### config.mk
export PLATFORM = sky130hd
export DESIGN_NAME = dmem_bridge
export DESIGN_NICKNAME = d
export VERILOG_FILES = /design/src/rtl/dmem_bridge.sv
export SDC_FILE = /design/constraint.sdc
export NUM_CORES = 1
export LEC_CHECK = 0
export ABC_CLOCK_PERIOD_IN_PS = 2400
export CELL_PAD_IN_SITES_DETAIL_PLACEMENT = 1
export CELL_PAD_IN_SITES_GLOBAL_PLACEMENT = 2
export CORE_MARGIN = 2
export CORE_UTILIZATION = 24
export DETAILED_ROUTE_END_ITERATION = 10
export GPL_TIMING_DRIVEN = 0
export PLACE_DENSITY = 0.81
export SETUP_SLACK_MARGIN = 0.3
export SLEW_MARGIN = 0
export SYNTH_ARGS = -nofsm -noshare
export SYNTH_HDL_FRONTEND = slang
export SYNTH_SLANG_ARGS = --single-unit
### constraint.sdc
create_clock -name clk_i -period 2.4 [get_ports clk_i]
set_input_delay 0.48 -clock clk_i [delete_from_list [all_inputs] [get_ports clk_i]]
set_output_delay 0.48 -clock clk_i [all_outputs]
set_load 0.01 [all_outputs]
### src/rtl/dmem_bridge.sv
// Data-side bridge from the core's combinational data port to a pipelined req/gnt/rvalid bus.
// Optional misaligned-access trap: define DMEM_MISALIGN_CHECK_EN.
module dmem_bridge #(
    parameter int TIMEOUT = 15,
    parameter int TO_W    = 4
) (
    input  logic        clk_i,
    input  logic        rst_n_i,
    input  logic [31:0] core_addr_i,
    input  logic [31:0] core_wdata_i,
    input  logic [3:0]  core_be_i,
    input  logic [2:0]  core_funct3_i,
    input  logic        core_rd_i,
    input  logic        core_wr_i,
    output logic [31:0] core_rdata_o,
    output logic        core_stall_o,
    output logic        core_err_o,
    output logic        mem_req_o,
    output logic        mem_we_o,
    output logic [3:0]  mem_be_o,
    output logic [31:0] mem_addr_o,
    output logic [31:0] mem_wdata_o,
    input  logic        mem_gnt_i,
    input  logic        mem_rvalid_i,
    input  logic [31:0] mem_rdata_i
);

    typedef enum logic [1:0] {S_IDLE, S_REQ, S_RESP, S_DONE} state_t;

    localparam logic [TO_W-1:0] TO_LIMIT = TO_W'(TIMEOUT);

    state_t          state_q, state_d;
    logic [TO_W-1:0] to_cnt_q;
    logic [1:0]      lane_q;
    logic [2:0]      funct3_q;
    logic            start;
    logic            misaligned;
    logic            skip_bus;
    logic            to_hit;

    assign start    = core_rd_i | core_wr_i;
    assign skip_bus = misaligned | (core_wr_i & (core_be_i == 4'b0000));
    assign to_hit   = (TIMEOUT != 0) && (to_cnt_q == TO_LIMIT);

`ifdef DMEM_MISALIGN_CHECK_EN
    always_comb begin
        misaligned = 1'b0;
        case (core_funct3_i[1:0])
            2'b01:   misaligned = core_addr_i[0];
            2'b10:   misaligned = |core_addr_i[1:0];
            default: misaligned = 1'b0;
        endcase
    end
`else
    assign misaligned = 1'b0;
`endif

    function automatic logic [31:0] extend(input logic [31:0] word,
                                           input logic [1:0]  lane,
                                           input logic [2:0]  funct3);
        logic [7:0]  b;
        logic [15:0] h;
        b = word[{lane, 3'b000} +: 8];
        h = lane[1] ? word[31:16] : word[15:0];
        case (funct3)
            3'b000:  return {{24{b[7]}}, b};
            3'b001:  return {{16{h[15]}}, h};
            3'b100:  return {24'h0, b};
            3'b101:  return {16'h0, h};
            default: return word;
        endcase
    endfunction

    // NOTE: sequential state uses non-blocking assignments so every flop samples pre-edge values.
    always_ff @(posedge clk_i or negedge rst_n_i) begin
        if (!rst_n_i) state_q <= S_IDLE;
        else          state_q <= state_d;
    end

    // NOTE: a default assignment first keeps this combinational block from inferring latches.
    always_comb begin
        state_d = state_q;
        case (state_q)
            S_IDLE: if (start) state_d = skip_bus ? S_DONE : S_REQ;
            S_REQ: begin
                if (to_hit)         state_d = S_DONE;
                else if (mem_gnt_i) state_d = mem_we_o ? S_DONE : S_RESP;
            end
            S_RESP: if (to_hit || mem_rvalid_i) state_d = S_DONE;
            S_DONE:  state_d = S_IDLE;
            default: state_d = S_IDLE;
        endcase
    end

    // Request is dropped in the cycle the timeout fires so a late grant cannot be taken.
    always_comb begin
        core_stall_o = 1'b0;
        mem_req_o    = 1'b0;
        case (state_q)
            S_IDLE: core_stall_o = start;
            S_REQ: begin
                core_stall_o = 1'b1;
                mem_req_o    = !to_hit;
            end
            S_RESP:  core_stall_o = 1'b1;
            default: core_stall_o = 1'b0;
        endcase
    end

    always_ff @(posedge clk_i or negedge rst_n_i) begin
        if (!rst_n_i) begin
            to_cnt_q <= '0;
        end else begin
            case (state_q)
                S_REQ: begin
                    if (to_hit || mem_gnt_i) to_cnt_q <= '0;
                    else if (TIMEOUT != 0)   to_cnt_q <= to_cnt_q + TO_W'(1);
                end
                S_RESP: begin
                    if (to_hit)            to_cnt_q <= '0;
                    else if (TIMEOUT != 0) to_cnt_q <= to_cnt_q + TO_W'(1);
                end
                default: to_cnt_q <= '0;
            endcase
        end
    end

    // core_err_o is set only on the edge into DONE, which lasts one cycle, so it is a clean pulse.
    always_ff @(posedge clk_i or negedge rst_n_i) begin
        if (!rst_n_i) begin
            mem_we_o     <= 1'b0;
            mem_be_o     <= 4'h0;
            mem_addr_o   <= 32'h0;
            mem_wdata_o  <= 32'h0;
            lane_q       <= 2'b00;
            funct3_q     <= 3'b000;
            core_rdata_o <= 32'h0;
            core_err_o   <= 1'b0;
        end else begin
            core_err_o <= 1'b0;
            case (state_q)
                S_IDLE: begin
                    if (start) begin
                        mem_we_o    <= core_wr_i;
                        mem_be_o    <= core_wr_i ? core_be_i : 4'hF;
                        mem_addr_o  <= {core_addr_i[31:2], 2'b00};
                        mem_wdata_o <= core_wdata_i;
                        lane_q      <= core_addr_i[1:0];
                        funct3_q    <= core_funct3_i;
                        if (misaligned) begin
                            core_err_o <= 1'b1;
                            if (!core_wr_i) core_rdata_o <= 32'h0;
                        end
                    end
                end
                S_REQ: begin
                    if (to_hit) begin
                        core_err_o <= 1'b1;
                        if (!mem_we_o) core_rdata_o <= 32'h0;
                    end
                end
                S_RESP: begin
                    if (to_hit) begin
                        core_err_o   <= 1'b1;
                        core_rdata_o <= 32'h0;
                    end else if (mem_rvalid_i) begin
                        core_rdata_o <= extend(mem_rdata_i, lane_q, funct3_q);
                    end
                end
                default: ;
            endcase
        end
    end

endmodule

-- Word-level counts from Yosys, hierarchy flattened
Cells that the tools add are included.
- mux-type cells: 22
- bitwise operators: 2
- shift-type cells: 1
- $add $sub $neg: 1
- reductions and logical operators: 11
- eq/ne operators: 13
- operators with widths (kind ; count):
    32-bit 2-to-1 mux ; 4
    32-bit one-hot mux with 4 select lines ; 1
    32-bit one-hot mux with 2 select lines ; 1
    32-bit by 6-bit indexed part select with 8-bit output ; 1
    16-bit 2-to-1 mux ; 1
    4-bit 2-to-1 mux ; 3
    2-bit 2-to-1 mux ; 5
    2-bit != test (second input constant) ; 4
    2-bit one-hot mux with 4 select lines ; 1
    4-bit one-hot mux with 2 select lines ; 1
    3-bit equality test (second input constant) ; 2
    3-bit != test (second input constant) ; 2
    4-bit by 1-bit adder with 4-bit output (second input constant) ; 1
    2-bit equality test (second input constant) ; 2
    4-bit equality test (second input constant) ; 1
    4-bit zero test ; 1
    1-bit 2-to-1 mux ; 4
    4-bit AND reduction ; 1
    3-bit by 1-bit equality test with 1-bit output (second input constant) ; 1
    3-bit zero test ; 1
    3-bit AND reduction ; 1
    2-bit by 1-bit equality test with 1-bit output (second input constant) ; 1
    2-bit zero test ; 1
    1-bit logical OR ; 2
    7 further kinds ; 7
- register bits after elaboration: 111

-- Depth between registers and ports, before layout
Gate-level depths: netlist of the first run.
- word-level depth: 5
- gate-level depth with buffers: 9

-- Least setup slack after synthesis of the first run
Ideal clock, no wire load.
- path kind: register to register
- from: register state_q[0]
- to: register core_rdata_o[10]
- stages on the path, launching flop included: 10
- path buffers: 3
- data arrival time: 2.094 ns
- period minus slack after synthesis: 2.223 ns
- data required time: 2.271 ns
- library setup time: 0.129 ns
- path slack: 0.177 ns
- cells stage by stage: dfrtp_1 inv_1 ha_1 inv_1 or3_1 buf_6 and2_4 buf_6 buf_6 a2111o_1
- word-level cells in the longest chain between the ends: 3
- RTL lines (what ; line ; RTL):
    from (decl) ; 32 ; state_t state_q, state_d;
    from (signal assigned) ; 77 ; else state_q <= state_d;
    2-bit equality test / 2-bit by 1-bit equality test with 1-bit output (equally long branches) ; 141 ; case (state_q)
    3-bit != test (no line), or another cell as far along ; -- ;
    4-bit AND reduction (no line) ; -- ;
    to (signal assigned) ; 167 ; core_rdata_o <= extend(mem_rdata_i, lane_q, funct3_q);
    to (decl) ; 15 ; output logic [31:0] core_rdata_o,
Parallel ways exist; a longest one is shown, timed or not.
A chain may end at the register's enable or synchronous reset.

-- Worst setup path in the final report of the first run
- from: register state_q[1]
- to: register core_rdata_o[24]
The elaborated chain is that of the path after synthesis.

==> results of run 1 <==
==> layer usage <==
| metal | routed length [um] | vias up | share of wire (%) | GRT usage (%) |
|---|---|---|---|---|
| li1 | - | 2210 | - | - |
| met1 | 7490 | 2308 | 39 | 20.4 |
| met4 | 344 | 0 | 1.8 | 6.35 |
| met3 | 1570 | 22 | 8.2 | 5.56 |
| met5 | 0 | - | 0 | 0 |
| met2 | 9640 | 183 | 51 | 31.9 |
==> worst max-delay path, stage by stage, from the launching register on <==
cell and delay, ns:
dfrtp_1 0.37, inv_2 0.06, ha_4 0.28, inv_4 0.03, or3_4 0.36, buf_6 0.13
and2_4 0.13, buf_8 0.13, buf_12 0.13, buf_8 0.13, a221o_1 0.35
==> metrics by stage <==
stage               worst slack [ns]  instances
global route                   0.146       1040
CTS                            0.165       1035
floorplan                      0.286        518
global placement               -3.65        997
detailed placement             -1.14        998
finish                         0.190       1040
==> layout by cell type (no fill, tap or decap), types with 5 or more instances in the layout <==
| cell type | instances |
|---|---|
| dfrtp_1 | 110 |
| nor2_1 | 14 |
| nand2_1 | 209 |
| a221o_1 | 16 |
| and2_1 | 8 |
| clkbuf_1 | 13 |
| a2111o_1 | 6 |
| nor3_1 | 8 |
| clkbuf_2 | 7 |
| inv_1 | 7 |
| clkdlybuf4s50_1 | 205 |
| mux2i_1 | 7 |
| buf_4 | 18 |
| o21ai_0 | 16 |
| buf_6 | 9 |
| nand3_1 | 15 |
| clkbuf_16 | 9 |
| buf_8 | 5 |
==> registers in the layout, indices dropped and copies added, names as in the netlist <==
name and cells:
core_rdata_o 32, mem_wdata_o 32, mem_addr_o 30, mem_be_o 4
to_cnt_q 4, funct3_q 3, lane_q 2, state_q 2
core_err_o 1, mem_we_o 1
==> cells by family (layout without fill, tap and decap cells) <==
family / Yosys count / in the layout / synth area share (%)
fa+ha+maj: 6 / 6 / 1.53
simple gates: 274 / 274 / 23.7
buf+inv: 43 / 295 / 4.06
xor+xnor: 2 / 2 / 0.357
mux: 12 / 12 / 2.81
flops: 111 / 111 / 56.7
other cells: 1 / 2 / 0.0765
compound gates: 68 / 68 / 10.8
==> where the power goes <==
part	total [mW]	internal, mW	switching (mW)
sequential	3.21	2.70	0.503
combinational	6.15	3.22	2.93
clock	1.56	0.816	0.747
==> area by class of cell <==
type | count | area (um2) | area share (%)
clock inverters | 7 | 71.3 | 0.872
clock buffers | 9 | 225 | 2.75
multi-input cells | 364 | 2080 | 25.4
well taps | 270 | 338 | 4.13
flip-flops and latches | 111 | 2780 | 34.0
inverters | 10 | 40.0 | 0.489
plain buffers | 33 | 231 | 2.83
repair buffers | 236 | 2420 | 29.6
==> timing repair <==
item,CTS,global route
endpoints found under the setup margin,92,46
hold buffers,0,0
setup buffers,17,5
pin swaps,27,10
gates resized for setup,50,21
endpoints found under the hold margin,0,0
gates cloned,4,0
==> worst paths after layout <==
path / startpoint / endpoint / slack (ns)
max: state_q[1]$_DFFE_PN0P_ / core_rdata_o[24]$_DFFE_PN0P_ / 0.19
min: rst_n_i / core_rdata_o[19]$_DFFE_PN0P_ / 0.07
max reg2reg: state_q[1]$_DFFE_PN0P_ / core_rdata_o[24]$_DFFE_PN0P_ / 0.19
min reg2reg: mem_wdata_o[23]$_DFFE_PN0P_ / mem_wdata_o[23]$_DFFE_PN0P_ / 0.47
max in group asynchronous: rst_n_i / mem_addr_o[19]$_DFFE_PN0P_ / 1.64
min in group clk_i: mem_wdata_o[23]$_DFFE_PN0P_ / mem_wdata_o[23]$_DFFE_PN0P_ / 0.47
==> impl_results.md, run 1 <==
- Synthesis Warnings: 0
- Rows: 52
- Final WL: 19000 um
- CTS sink count: 111
- Core area: 20200 um2
- Vias/cell: 4.54
- Crit path launch type: flip-flop
- Slew HR: between 60% and 70%
- Final Cell Area: 8180 um2
- H-Tree Depth: 3
- Wire length of the first global-routing pass: 30200 um
- Post-synth top area cell: dfrtp_1
- Die height: 147 um
- Unique masters post-synth: just under 50
- DRC viols: 0
- Worst-path clk slew: 0.08 ns
- Via Count: between 4000 and 5000
- Crit Path Max Fanout: 5
- DP Area: between 7000 and 8000 um2
- Drt wl/cell: 18.3 um
- P_leak: 3.77 nW
- Period Utilization, post-route: 92.1%
- Outcome: finished, final reports clean
- Synth-to-Final Area Change: 66.9%
- Minimum clock period: 2.21 ns
- Worst Reg2Reg Path Length in Cells: 10
- Count leader, synth: nand2_1
- # IOs: roughly 210
- Synthesized flop and latch total: 111
- Max IR drop VDD: 454 uV
- Power density cells: 1330 nW/um2
- MaxCap Viol Count: 0
- Post-synth top cells: nand2_1, dfrtp_1, clkbuf_1
- Skew-Pair Late Insertion Delay: ~0.36 ns
- Synth async-reset ratio: 100%
- Post-synth EDFFs: 0
- # setup viols final: 0
- Synth top area share: 56.7%
- Worst min-delay path category: primary input to asynchronous set/reset pin
- Largest net degree at the start of global routing: 60
- Starting Density: between 20 and 25%
- Initial antenna violation count: 0
- Vias in the first global route: 5439
- Chip width: about 150 um
- Crit path kind: flip-flop to flip-flop
- Worst EP arrival: 2.44 ns
- Share of cells above drive strength 1: approximately an eighth
- Clock Skews: roughly 0.0046 ns
- Gr usage total: ~18%
- CP Data Required Time: 2.63 ns
- Mapped Cells: 517
- Die area: 21600 um2
- Input/output buffers: 209
- Min Hold Slack: approximately 0.071 ns
- TritonCTS Buffers: 9
- FILL cells: ~2300
- Crit. End Element: flip-flop
- Root Buffer: clkbuf_16
- Final setup TNS: 0 ns
- Antenna cells: 0
- Clock buffer depth: 2
- Final nets: just under 900
- Worst slew pin tran: 0.573 ns
- Congestion Overflow GR: 0
- Antenna-violating nets left: 0
- Post-synthesis sequential area ratio: 56.7%
- Final Hold Viols: 0
- Tot Pwr: ~11 mW
- GPL Wtd Cong: a little under 0.8
- Netlist Area Pre-Place: between 4000 and 5000 um2
- Synth area leaders: dfrtp_1, nand2_1, a221o_1, o21ai_0, clkbuf_1
- Max Fclk: approximately 0.45 GHz
- Pins Over Slew Limit: 0
- Ys flop type: dfrtp_1
- CTS tree: yes
- Final core utilization: between 40% and 50%
- Placed wire-length estimate: between 10000 and 15000 um
- Drt pass-1 iters: 4
- Mapped Avg Cell Area: 9.48 um2
- RSZ-0062 raised after global routing: yes
- 1st-iter DRT viols: roughly 150
Power figures use the tool's default switching activity.
==> run 2: changes to the inputs <==
--- a/config.mk
+++ b/config.mk
@@ -10,6 +10,7 @@
 export CELL_PAD_IN_SITES_GLOBAL_PLACEMENT = 2
 export CORE_MARGIN = 2
 export CORE_UTILIZATION = 24
+export CTS_CLUSTER_SIZE = 20
 export DETAILED_ROUTE_END_ITERATION = 10
 export GPL_TIMING_DRIVEN = 0
 export PLACE_DENSITY = 0.81
==> results of run 2 <==
No change in the layout: final DEF, timing and power equal those of run 1.
